**config.mk**
```make
export PLATFORM = sky130hd
export DESIGN_NAME = async_pulse_transmit
export DESIGN_NICKNAME = d
export VERILOG_FILES = /design/src/rtl/async_pulse_transmit.sv
export SDC_FILE = /design/constraint.sdc
export NUM_CORES = 1
export LEC_CHECK = 0
export CELL_PAD_IN_SITES_DETAIL_PLACEMENT = 0
export CELL_PAD_IN_SITES_GLOBAL_PLACEMENT = 1
export CORE_MARGIN = 5
export CORE_UTILIZATION = 42
export DETAILED_ROUTE_END_ITERATION = 8
export GPL_TIMING_DRIVEN = 0
export HOLD_SLACK_MARGIN = 0.02
export PLACE_DENSITY_LB_ADDON = 0.12
export RECOVER_POWER = 25
export SLEW_MARGIN = 0
export SYNTH_ARGS = -nofsm -noshare
export SYNTH_HDL_FRONTEND = slang
export SYNTH_SLANG_ARGS = --single-unit
```
**constraint.sdc**
```tcl
create_clock -name SYNC_CLK_IN -period 1.65 [get_ports SYNC_CLK_IN]
set_input_delay 0.165 -clock SYNC_CLK_IN [delete_from_list [all_inputs] [get_ports SYNC_CLK_IN]]
set_output_delay 0.165 -clock SYNC_CLK_IN [all_outputs]
set_load 0.02 [all_outputs]
```
**src/rtl/async_pulse_transmit.sv**
```systemverilog
// Sending side of the four-phase REQ/ACK bridge: one handshake per event,
// with saturating replay of events that arrive mid-handshake.
module async_pulse_transmit #(
    parameter int MIN_HIGH       = 4,
    parameter int TIMEOUT_CYCLES = 1024,
    parameter int PEND_W         = 3
) (
    input  logic SYNC_CLK_IN,
    input  logic RESET_N_IN,
    input  logic PULSE_IN,
    input  logic ACK_IN,
    output logic REQ_OUT,
    output logic BUSY_OUT,
    output logic DONE_OUT,
    output logic DROP_OUT,
    output logic TIMEOUT_OUT
);

    typedef enum logic [1:0] {
        IDLE,
        REQ_HIGH,
        WAIT_LOW
    } state_t;

    localparam logic [PEND_W-1:0] PEND_MAX  = '1;
    localparam logic [7:0]        HOLD_LAST = 8'(MIN_HIGH - 1);
    localparam logic [15:0]       TO_LAST   = 16'(TIMEOUT_CYCLES - 1);

    state_t            state_q, state_d;
    logic              ack_m, ack_s;
    logic [PEND_W-1:0] pend_q, pend_d;
    logic [7:0]        hold_q, hold_d;
    logic [15:0]       tmo_q, tmo_d;
    logic              abort_q, abort_d;
    logic              req_d, done_d, drop_d, tmo_p_d;

    always_ff @(posedge SYNC_CLK_IN or negedge RESET_N_IN) begin
        if (!RESET_N_IN) begin
            ack_m <= 1'b0;
            ack_s <= 1'b0;
        end else begin
            ack_m <= ACK_IN;
            ack_s <= ack_m;
        end
    end

    always_ff @(posedge SYNC_CLK_IN or negedge RESET_N_IN) begin
        if (!RESET_N_IN) begin
            state_q     <= IDLE;
            pend_q      <= '0;
            hold_q      <= '0;
            tmo_q       <= '0;
            abort_q     <= 1'b0;
            REQ_OUT     <= 1'b0;
            DONE_OUT    <= 1'b0;
            DROP_OUT    <= 1'b0;
            TIMEOUT_OUT <= 1'b0;
        end else begin
            state_q     <= state_d;
            pend_q      <= pend_d;
            hold_q      <= hold_d;
            tmo_q       <= tmo_d;
            abort_q     <= abort_d;
            REQ_OUT     <= req_d;
            DONE_OUT    <= done_d;
            DROP_OUT    <= drop_d;
            TIMEOUT_OUT <= tmo_p_d;
        end
    end

    always_comb begin
        state_d = state_q;
        pend_d  = pend_q;
        hold_d  = hold_q;
        tmo_d   = tmo_q;
        abort_d = abort_q;
        done_d  = 1'b0;
        drop_d  = 1'b0;
        tmo_p_d = 1'b0;
        unique case (state_q)
            IDLE: begin
                if (PULSE_IN || pend_q != '0) begin
                    state_d = REQ_HIGH;
                    hold_d  = '0;
                    tmo_d   = '0;
                    abort_d = 1'b0;
                    if (!PULSE_IN) pend_d = pend_q - 1'b1;
                end
            end
            REQ_HIGH: begin
                if (hold_q != 8'hff) hold_d = hold_q + 8'd1;
                if (tmo_q != 16'hffff) tmo_d = tmo_q + 16'd1;
                if (ack_s && hold_q >= HOLD_LAST) begin
                    state_d = WAIT_LOW;
                end else if (!ack_s && tmo_q >= TO_LAST) begin
                    state_d = WAIT_LOW;
                    abort_d = 1'b1;
                    tmo_p_d = 1'b1;
                end
            end
            WAIT_LOW: begin
                // never leave while the far side still holds ACK
                if (!ack_s) begin
                    state_d = IDLE;
                    done_d  = !abort_q;
                end
            end
            default: state_d = IDLE;
        endcase
        if (state_q != IDLE && PULSE_IN) begin
            if (pend_q != PEND_MAX) pend_d = pend_q + 1'b1;
            else drop_d = 1'b1;
        end
        req_d = (state_d == REQ_HIGH);
    end

    assign BUSY_OUT = (state_q != IDLE) || (pend_q != '0);

endmodule

```
# After elaboration in Yosys (flattened, before gate mapping)
# Cells that the tools add are included.
word_totals:
  ff_bits: 36
  in_bits: 4
  elab_cells: 69
op_classes:
  add_sub_neg: 4
  magnitude_cmp: 2
  eq_ne: 11
  muxes: 27
  n_reduce_logical: 14
ops:
  columns: ["op", "n"]
  rows:
  - ["$mux W16", 2]
  - ["$pmux W16 S2", 1]
  - ["$add A16 B1 Y16 const B", 1]
  - ["$ge A16 B10 Y1 const B", 1]
  - ["$mux W8", 2]
  - ["$ne A16 B16 Y1 const B", 1]
  - ["$pmux W8 S2", 1]
  - ["$mux W3", 5]
  - ["$mux W1", 10]
  - ["$ne A2 B2 Y1 const B", 5]
  - ["$add A8 B1 Y8 const B", 1]
  - ["$ge A8 B2 Y1 const B", 1]
  - ["$mux W2", 4]
  - ["$ne A8 B8 Y1 const B", 1]
  - ["$pmux W2 S3", 1]
  - ["$reduce_and A3 Y1", 2]
  - ["$eq A2 B1 Y1 const B", 2]
  - ["$reduce_and A4 Y1", 1]
  - ["$reduce_bool A2 Y1", 2]
  - ["$add A3 B1 Y3 const B", 1]
  - ["$logic_and A1 B1 Y1", 3]
  - ["$ne A3 B3 Y1 const B", 1]
  - ["$reduce_bool A3 Y1", 1]
  - ["$sub A3 B1 Y3 const B", 1]
  - ["other kinds (5)", 7]

# Logic depth before layout (Yosys ltp)
# Gate-level depths: netlist of the first run.
depth:
  depth_word: 6
  ltp_mapped: 8
  depth_no_buf: 7

# Worst setup path before layout of the first run
# Ideal clock, no wire load.
synth_timing:
  path_kind: "register to register"
  startpoint: "reg tmo_q[0]"
  endpoint: "reg tmo_q[8]"
  setup_time_ns: 0.119
  t_arrival_ns: 1.698
  setup_slack_ns: -0.167
  stages_incl_launch_ff: 8
  path_buffers: 1
  period_less_slack_ns: 1.817
  cell_sequence: "dfrtp_1 -> ha_1 -> nand4_1 -> or3_4 -> o21ai_4 -> buf_6 -> nor4_1 -> o21a_1"
synth_between:
  elab_chain_cells: 3
synth_rtl:
  columns: ["item", "line_no", "source"]
  rows:
  - ["start: declaration", "33", "logic [15:0] tmo_q, tmo_d;"]
  - ["start signal: assignment", "62", "tmo_q <= tmo_d;"]
  - ["$add A16 B1 Y16 or $ne A16 B16 Y1 (tied branches)", "92", "if (tmo_q != 16'hffff) tmo_d = tmo_q + 16'd1;"]
  - ["$mux W16 or $ne A2 B2 Y1 (tied branches)", null, null]
  - ["$pmux W16 S2 or $reduce_and A3 Y1 (tied branches)", null, null]
# Several ways; a longest one is shown, not always the timed one. The select of a mux whose other input is x is not followed.
# A chain may end at the register's enable or synchronous reset.

# Worst setup path in the final report of the first run
layout_timing:
  startpoint: "reg pend_q[1]"
  endpoint: "reg hold_q[2]"
layout_between:
  elab_chain_cells: 4
layout_rtl:
  columns: ["item", "line_no", "source"]
  rows:
  - ["start: declaration", "31", "logic [PEND_W-1:0] pend_q, pend_d;"]
  - ["start signal: assignment", "60", "pend_q <= pend_d;"]
  - ["$reduce_bool A3 Y1", "82", "if (PULSE_IN || pend_q != '0) begin"]
  - ["$logic_or A1 B1 Y1", "82", null]
  - ["$ne A2 B2 Y1 (no source line)", null, null]
  - ["$reduce_and A3 Y1 (no source line)", null, null]
  - ["end signal: assignment", "61", "hold_q <= hold_d;"]
  - ["end: declaration", "32", "logic [7:0] hold_q, hold_d;"]
# No other way between the ends.

==> summary.txt, run 1 <==
Outcome
  • Status: finished with violations
  • Failing checks: negative setup slack

STA
  • Fin. max-slew vios: 0
  • RSZ-0062 raised after global routing: yes
  • Slew headroom: 0.403
  • Worst Max-Slew Pin Slew: 896 ps
  • Worst setup margin: -151 ps
  • Min Tclk post-route: 1800 ps
  • Fmax: 555 MHz
  • Worst Skew: 3.10 ps
  • Final Hold Viols: 0
  • Setup violators final: 21
  • Tcrit/Tclk final: 1.09

Setup path
  • Delay of the slowest critical-path stage: 510 ps
  • Crit path launch type: register
  • Req. time, crit path: 1830 ps
  • CP endpoint kind: register
  • Crit Path Max Fanout: 5
  • Reg2reg start: pend_q[1]
  • Delay-heaviest family, CP: simple AND/OR/NAND/NOR gates
  • Setup Crit Path Kind: register to register
  • Reg2reg setup slack: -150 ps
  • Number of cells on the critical path: 8
  • CP endpoint: hold_q[2]
  • CP cell instances: inv_2 -> ha_4 -> or4b_4 -> buf_12 -> nand2_8 -> nor3b_2 -> xnor2_1 -> nor2_1
  • R2R cell count: 8
  • WP buf/inv: 2
  • Slowest stage cell, crit path: or4b_4
  • R2R Path End: hold_q[2]
  • Crit. Startpoint: pend_q[1]
  • Worst EP arrival: 1980 ps

Floorplanning
  • Rows: 24
  • Die H: 77.8 um
  • Full die area: 6060 sq um
  • Die X: 77.8 um
  • Boundary pin count: 9
  • Core region area: 4410 sq um
  • Starting Density: 0.438

Final layout
  • Final non-filler cell total: 298
  • Final Cell Area: 2680 sq um
  • Most frequent cells in the layout: dfrtp_1, buf_4, nand2_1
  • Commonest non-fill, non-tap cell in the layout: dfrtp_1
  • Final nets: 256
  • Layout cells sized above 1: 0.370
  • Area Overhead vs Synth: 38.5%
  • Ant. Diodes: 0

Place
  • # placed instances: 261
  • Gpl congestion: 0.864
  • Detailed placement HPWL: 2.97 mm
  • IO Port Bufs: 7
  • Area of placed instances: 2110 sq um

Yosys
  • Synth Area per Inst: 9.56 sq um
  • Seq/Total Area, Yosys: 0.466
  • Main flop type after synthesis: dfrtp_1
  • Synth warn: 0
  • Mapped Cells: 202
  • FF+latch count, synth: 36
  • Syn Nets: 212
  • Distinct cells, synth: 47
  • Number of flops mapped to enable cells by yosys: 0
  • FFs w/ async S/R, synth: 1.00
  • Mapped Area: 1930 sq um

GRT
  • GR Overflow Total: 0
  • Global-route wire length before repair: 7.92 mm
  • Pin count of the biggest net entering global routing: 37
  • GRT Total Usage: 0.162
  • Number of global-route vias before repair: 1,639
  • Initial antenna violation count: 0

Clocking
  • CTS Root Cell: clkbuf_8
  • CTS Buf Count: 5
  • Clk Latency, worst-skew pair: 290 ps
  • Clk sinks: 36
  • TritonCTS clock tree: yes
  • CTS Buffer Depth: 2
  • H-tree Lvls: 2
  • Clk slew on worst S/H paths: 70 ps

Detailed routing
  • Average routed wire per standard cell: 16.5 um
  • Vias per cell: 5.87
  • Vias: 1,749
  • First DRT Iteration DRCs: 147
  • Post-route ant nets: 0
  • Detailed Route WL: 4.93 mm
  • 1st-pass router iterations: 4
  • DRC: 0

Pwr
  • Worst-case vdd ir drop: 0.754 mV
  • PD cells: 1350 nW/um^2
  • Leakage: 1.13 nW

Run
  • Max-cap viol count: 0

Min path
  • Hold crit path type: input pin to register
cells by family (layout without fill, tap and decap cells):
group / count (synthesis) / after routing / share of synthesized area
DFF: 36 / 36 / 0.466
and+or+nand+nor: 98 / 99 / 0.278
muxes: 1 / 1 / 0.00583
xor gates and xnor gates: 10 / 10 / 0.0453
buffers and inverters: 11 / 54 / 0.0259
AOI/OAI and AO/OA: 40 / 40 / 0.140
adders and majority gates: 6 / 6 / 0.0389
report_power, final:
part	internal (mW)	switching [mW]	total, mW
clock network	0.287	0.316	0.603
registers	1.04	0.163	1.20
logic	0.837	0.975	1.81
total	2.16	1.45	3.61
stage by stage:
step	setup TNS (ps)	utilization	hold slack, ps	setup WS, ps	total power, mW
2_1_floorplan	-502	-	-131	-119	2.04
3_3_place_gp	-21500	0.480	333	-407	2.36
3_5_place_dp	-7570	0.478	306	-414	2.39
4_1_cts	-1460	0.545	187	-122	3.28
5_1_grt	-3430	0.606	207	-233	3.88
6_report	-1860	0.606	205	-151	3.61
layout make-up:
type	count	area (sq um)
Clock buffer	6	72.6
Buffer	3	21.3
Clock inverter	1	5.00
Fill cell	368	1740
Sequential cell	36	903
Timing Repair Buffer	37	332
Tap cell	52	65.1
Multi-Input combinational cell	156	1250
Inverter	7	26.3
worst reg2reg max path: stages, from the launching register on:
cell,delay (ps)
dfrtp_1,400
inv_2,90
ha_4,140
or4b_4,510
buf_12,160
nand2_8,80
nor3b_2,70
xnor2_1,180
nor2_1,60
layer usage:
| metal | global-route usage | up-vias | wire length (um) |
|---|---|---|---|
| li1 | - | 830 | - |
| met1 | 0.221 | 872 | 2210 |
| met2 | 0.246 | 37 | 2360 |
| met3 | 0.0475 | 10 | 257 |
| met4 | 0.0533 | 0 | 97 |
| met5 | 0 | - | 0 |
Yosys cell counts (2+ instances only):
cell | count | area, sq um
dfrtp_1 | 36 | 901
nand3_1 | 14 | 70.1
or4_1 | 4 | 30.0
a31oi_1 | 2 | 12.5
ha_1 | 6 | 75.1
clkbuf_1 | 2 | 7.51
or3_2 | 3 | 22.5
and3_1 | 3 | 18.8
o21ai_0 | 13 | 65.1
a21oi_2 | 2 | 17.5
o21a_1 | 3 | 22.5
o211ai_1 | 2 | 15.0
nand2_1 | 19 | 71.3
nand4_1 | 3 | 18.8
o21ai_1 | 3 | 15.0
nand2b_1 | 2 | 12.5
or3_1 | 3 | 18.8
nor3_1 | 5 | 25.0
nor2_1 | 21 | 78.8
nor4_1 | 6 | 37.5
nor4b_1 | 2 | 17.5
o31ai_1 | 2 | 15.0
xor2_1 | 2 | 17.5
and4_1 | 5 | 43.8
a21oi_1 | 4 | 20.0
inv_1 | 7 | 26.3
xnor2_1 | 8 | 70.1
registers in the layout, indices dropped and copies added, names as in the netlist:
name,cells
abort_q,1
ack_m,1
tmo_q,16
state_q,2
hold_q,8
pend_q,3
REQ_OUT,1
TIMEOUT_OUT,1
ack_s,1
DONE_OUT,1
DROP_OUT,1
worst min path at each step:
stage,start,endpoint,slack [ps],cells past startpoint
after detailed placement,RESET_N_IN,hold_q[3],310,1
after CTS,PULSE_IN,DROP_OUT,190,3
after floorplan,RESET_N_IN,DONE_OUT,-130,0
after global routing,PULSE_IN,DROP_OUT,210,3
after global placement,ack_m,ack_s,330,0
final,PULSE_IN,DROP_OUT,210,3
repair_timing:
action / 4_1_cts / 5_1_grt
pin swaps: 10 / 30
hold buffers: 1 / 0
endpoints found under the setup margin: 28 / 27
hold endpoints to repair: 36 / 0
setup buffers: 16 / 12
resized for setup: 30 / 33
cloned: 1 / 1
Power figures use the tool's default switching activity.
==> inputs of run 2 (changes only) <==
--- a/config.mk
+++ b/config.mk
@@ -9,11 +9,13 @@
 export CELL_PAD_IN_SITES_GLOBAL_PLACEMENT = 1
 export CORE_MARGIN = 5
 export CORE_UTILIZATION = 42
+export CTS_CLUSTER_SIZE = 28
 export DETAILED_ROUTE_END_ITERATION = 8
 export GPL_TIMING_DRIVEN = 0
 export HOLD_SLACK_MARGIN = 0.02
 export PLACE_DENSITY_LB_ADDON = 0.12
 export RECOVER_POWER = 25
+export REMOVE_ABC_BUFFERS = 1
 export SLEW_MARGIN = 0
 export SYNTH_ARGS = -nofsm -noshare
 export SYNTH_HDL_FRONTEND = slang
==> run 2 against run 1 <==
Against the previous run: the run still ends with negative setup slack left; maximum frequency decreased by 1.9%; sequential cell count unchanged; worst setup slack got worse by 35 ps; combinational power up 4%; critical path type unchanged; largest cell class unchanged.
==> summary.txt, run 2 (synthesis results as in run 1) <==
Outcome
  • Status: finished with violations
  • Failing checks: negative setup slack

Final layout
  • Final nets: 263
  • Reg with most FFs: tmo_q
  • Multi-input gate area: 1240 sq um
  • Top flop regs: tmo_q: 16 flops, hold_q: 8 flops, pend_q: 3 flops
  • Fill cells: 361
  • Register area: 906 sq um
  • Max reg flops: 16
  • Area Overhead vs Synth: 43.3%
  • Final non-filler cell total: 305
  • Commonest non-fill, non-tap cell in the layout: dfrtp_1
  • Most frequent cells in the layout: dfrtp_1, buf_4, nand2_1
  • Ant. Diodes: 0
  • Layout cells sized above 1: 0.391
  • Final Cell Area: 2770 sq um

STA
  • Tcrit/Tclk final: 1.11
  • Final Hold Viols: 0
  • Worst setup margin: -185 ps
  • Setup violators final: 29
  • Fin. max-slew vios: 0
  • Slew headroom: 0.451
  • RSZ-0062 raised after global routing: yes
  • Min Tclk post-route: 1840 ps
  • Fmax: 545 MHz
  • Hold_ws: 354 ps
  • Worst Max-Slew Pin Slew: 823 ps
  • Worst Skew: 8.48 ps

Floorplanning
  • Core region area: 4410 sq um
  • Die X: 77.8 um
  • Boundary pin count: 9
  • Full die area: 6060 sq um
  • Starting Density: 0.438
  • Rows: 24
  • Die H: 77.8 um

Place
  • # placed instances: 258
  • IO Port Bufs: 8
  • Detailed placement HPWL: 2.88 mm
  • Area of placed instances: 2050 sq um
  • Gpl congestion: 0.826

Detailed routing
  • Detailed Route WL: 4.98 mm
  • DRC: 0
  • Vias per cell: 5.72
  • 1st-pass router iterations: 4
  • Post-route ant nets: 0
  • Vias: 1,746
  • Average routed wire per standard cell: 16.3 um
  • First DRT Iteration DRCs: 40

Setup path
  • CP endpoint kind: register
  • Crit path launch type: register
  • Crit Path Max Fanout: 6
  • Req. time, crit path: 1860 ps
  • Setup Crit Path Kind: register to register
  • Worst EP arrival: 2050 ps

Pwr
  • Clock power share: 0.160
  • Psw: 1.46 mW
  • Seq pwr share: 0.329
  • PD cells: 1330 nW/um^2
  • Leakage: 1.17 nW
  • Worst-case vdd ir drop: 0.749 mV
  • Combinational share of power: 0.511
  • Internal: 2.24 mW
  • Switching share of power: 0.394
  • Total power: 3.70 mW

Clocking
  • TritonCTS clock tree: yes
  • Clk sinks: 36
  • CTS Buffer Depth: 2
  • H-tree Lvls: 2
  • Clk slew on worst S/H paths: 70 ps
  • CTS Buf Count: 5
  • Clk Latency, worst-skew pair: 290 ps
  • CTS Root Cell: clkbuf_8

Run
  • Max-cap viol count: 0

GRT
  • Number of global-route vias before repair: 1,694
  • Global-route wire length before repair: 7.98 mm
  • Grt met1 use: 0.209
  • GR Layer Usage met3: 0.0463
  • Initial antenna violation count: 0
  • GR Overflow Total: 0
  • GRT Total Usage: 0.162
  • Met2 usage in global routing: 0.254
  • Pin count of the biggest net entering global routing: 37
  • Grt peak-use layer: met2

Min path
  • Hold crit path type: register to register
==> run 2: cell types whose count changed in the layout (fill, tap and decap cells not counted), sizes merged <==
cell / before / now
buf: 33 / 41
clkbuf: 7 / 6
clkdlybuf4s50: 4 / 5
nand2: 20 / 19
==> run 2: what timing repair did <==
action,4_1_cts,5_1_grt
pin swaps,15,31
setup buffers,22,17
hold buffers,1,0
hold endpoints to repair,36,0
resized for setup,35,48
gates cloned,1,0
endpoints found under the setup margin,28,32
==> run 2: power groups by stage <==
stage / Sequential [mW] / Clock, mW / Combinational (mW)
after global routing: 1.23 / 0.641 / 2.08
final: 1.21 / 0.591 / 1.89
after global placement: 1.20 / 0 / 1.00
after detailed placement: 1.21 / 0 / 1.04
after CTS: 1.20 / 0.607 / 1.60
after floorplan: 1.19 / 0 / 0.720
==> run 2: final timing paths <==
path,cells past startpoint,slack (ps),from,endpoint
min in group asynchronous,2,500,RESET_N_IN,hold_q[0]
max in group asynchronous,2,560,RESET_N_IN,tmo_q[2]
max reg2reg,8,-190,pend_q[1],tmo_q[13]
max,8,-190,pend_q[1],tmo_q[13]
min reg2reg,0,350,ack_m,ack_s
min,0,350,ack_m,ack_s
==> run 2: worst max-delay path: stages (launching register included) <==
cell and delay, ps:
dfrtp_1 360, inv_2 60, ha_4 160, nor4b_4 130, nor2_2 180, o21ai_4 120, buf_12 150, or4_4 470
a21oi_2 120
==> run 2: layout make-up <==
cell class	instances	area share
flip-flops and latches	36	0.327
inverters	7	0.00949
well taps	52	0.0235
repair buffers	48	0.162
clock inverters	1	0.00181
clock buffers	6	0.0262
multi-input cells	155	0.450
==> run 2: per-layer routing <==
layer / up-vias / share of wire / wire, um
met2: 26 / 0.49 / 2450
met5: - / 0 / 0
met1: 865 / 0.46 / 2300
met3: 8 / 0.031 / 154
met4: 0 / 0.014 / 68
li1: 847 / - / -
==> run 2: per-stage QoR <==
stage | utilization | TNS [ps] | worst slack [ps]
4_1_cts | 0.557 | -2610 | -182
2_1_floorplan | - | -1730 | -156
6_report | 0.627 | -2720 | -185
3_5_place_dp | 0.464 | -9760 | -490
3_3_place_gp | 0.465 | -22980 | -484
5_1_grt | 0.627 | -5790 | -303
==> RTL edit: new RTL, settings of run 1 <==
Reset style: synchronous (`RESET_N_IN`), changed in 2 clocked blocks. Comments in the files are not updated.
--- a/src/rtl/async_pulse_transmit.sv
+++ b/src/rtl/async_pulse_transmit.sv
@@ -36,3 +36,3 @@
 
-    always_ff @(posedge SYNC_CLK_IN or negedge RESET_N_IN) begin
+    always_ff @(posedge SYNC_CLK_IN) begin
         if (!RESET_N_IN) begin
@@ -46,3 +46,3 @@
 
-    always_ff @(posedge SYNC_CLK_IN or negedge RESET_N_IN) begin
+    always_ff @(posedge SYNC_CLK_IN) begin
         if (!RESET_N_IN) begin
Function: differs if RESET_N_IN is asserted again (counterexample within 4 cycles, from zero or initial values and one cycle with RESET_N_IN low); with RESET_N_IN held inactive, the same outputs for 10 cycles.
==> RTL edit against run 1 <==
The run still ends with negative setup slack left; synthesized area shrank 5.9%; sequential cell count unchanged; design area is 7.1% lower; non-clock buffer count fell by 2; wire length decreased by 11%; sequential share of layout area fell by 3.9 points; setup slack improved by 0.056 ns; clock skew grew 0.0080 ns.
Power is not compared: it rests on default switching activity, and its combinational part moved more than twofold at a synthesized area within 25%.
==> RTL edit: results (changes against run 1) <==
metric;value;unit;change
busiest_layer;met2;;
postSynthAreaPerCell;9.00;µm²;-5.9%
yosys.area_share.adder;0.0413;;+0.00243
synth_common_cells;36 x dfxtp_1, 18 x nor2_1, 15 x nand2_1, 13 x nand3_1;;
slowest_stage;dfxtp_2;;
synth_cell_types;51;;+8.5%
setup_viol;21;;unchanged
synth_xor_area_frac;0.0434;;-0.00198
grt_usage;0.172;;+0.00941
hpwl;2910;µm;-2.1%
synthArstFlopShare;0;;-1.00
pre_cts_slack;-0.512;ns;-0.0980 ns
vias_per_cell;5.54;;-5.6%
timing.rr.end;tmo_q[8];;
crit_path_max_incr_delay;0.35;ns;-0.16 ns
clock-skew-final;0.0111;ns;+0.00795 ns
fin_setup_tns;-0.882;ns;+0.977 ns
placed_area;2010;µm²;-5.0%
clk_pin_slew;0.08;ns;
ys_seq_area_frac;0.396;;-0.0699
setup_ws;-0.0942;ns;+0.0564 ns
drt_iter0_drc;62;;-58%
outcome;complete, but fails checks;;
path_max_fanout;6;;+1
wl;4400;µm;-11%
drtPass1Iterations;6;;+2
globalplace.congestion;0.851;;-1.5%
arrival;1.93;ns;-0.05 ns
grt_pass1_wl;7400;µm;-6.5%
relSlewSlack;0.701;;+0.298
cp-startpoint;pend_q[0];;
regMostFlops;tmo_q;;
use_met1;0.202;;-0.0196
post_cts_buffers;20;;+4
hp-class;flop to flop;;
vias;1635;;-6.5%
portBuffers;8;;+1
drive_above_1_share;0.383;;+0.0128
dpl.cell_count;262;;+0.38%
met3_usage;0.0356;;-0.0118
ys_top_cells_by_area;dfxtp_1 40%, ha_1 4.1%, nor2_1 3.7%;;
synth_compound_area_frac;0.172;;+0.0322
violations;negative setup slack;;
synthMuxAreaShare;0.0110;;+0.00518
num-nets-final;252;;-1.6%
grt_max_degree;12;;-68%
ff2ff_path_depth;9;;+1
postCtsResizedCells;46;;+53%
gr-usage-met2;0.298;;+0.0513
## RTL edit: cell count changes after synthesis, moves of 3 or more
| cell | run 1 | this run |
|---|---|---|
| nand2_1 | 19 | 15 |
| dfxtp_1 | 0 | 36 |
| o21ai_0 | 13 | 9 |
| nor2_1 | 21 | 18 |
| dfrtp_1 | 36 | 0 |
| and3_1 | 3 | 8 |
| nor4_1 | 6 | 3 |
| a21oi_1 | 4 | 9 |
| xnor2_1 | 8 | 2 |
| and2_1 | 0 | 5 |
| or3_2 | 3 | 0 |
| xor2_1 | 2 | 7 |
## RTL edit: worst min-delay path by stage
stage | start | end | slack (ns) | depth (start not counted)
2_1_floorplan | ACK_IN | ack_m | 0.29 | 1
3_3_place_gp | abort_q | DONE_OUT | 0.41 | 1
3_5_place_dp | abort_q | DONE_OUT | 0.42 | 1
4_1_cts | abort_q | DONE_OUT | 0.43 | 1
5_1_grt | ack_m | ack_s | 0.46 | 1
6_report | abort_q | DONE_OUT | 0.43 | 1
## RTL edit: layout make-up
cell class | count | area, µm²
clock inverters | 2 | 10.0
multi-input cells | 155 | 1250
plain buffers | 6 | 38.8
fillers | 386 | 1780
well taps | 52 | 65.1
inverters | 6 | 22.5
repair buffers | 32 | 269
clock buffers | 6 | 82.6
flip-flops and latches | 36 | 743
## RTL edit: per-layer routing
| layer | vias up | part of all wire |
|---|---|---|
| li1 | 821 | - |
| met2 | 18 | 0.50 |
| met3 | 8 | 0.023 |
| met5 | - | 0 |
| met4 | 0 | 0.017 |
| met1 | 788 | 0.46 |
## RTL edit: power by group through the flow
stage | sequential [µW] | combinational (µW) | clock [µW]
after detailed placement | 994 | 514 | 0
after CTS | 974 | 712 | 667
final | 975 | 765 | 651
after floorplan | 986 | 367 | 0
after global routing | 982 | 832 | 713
after global placement | 988 | 496 | 0
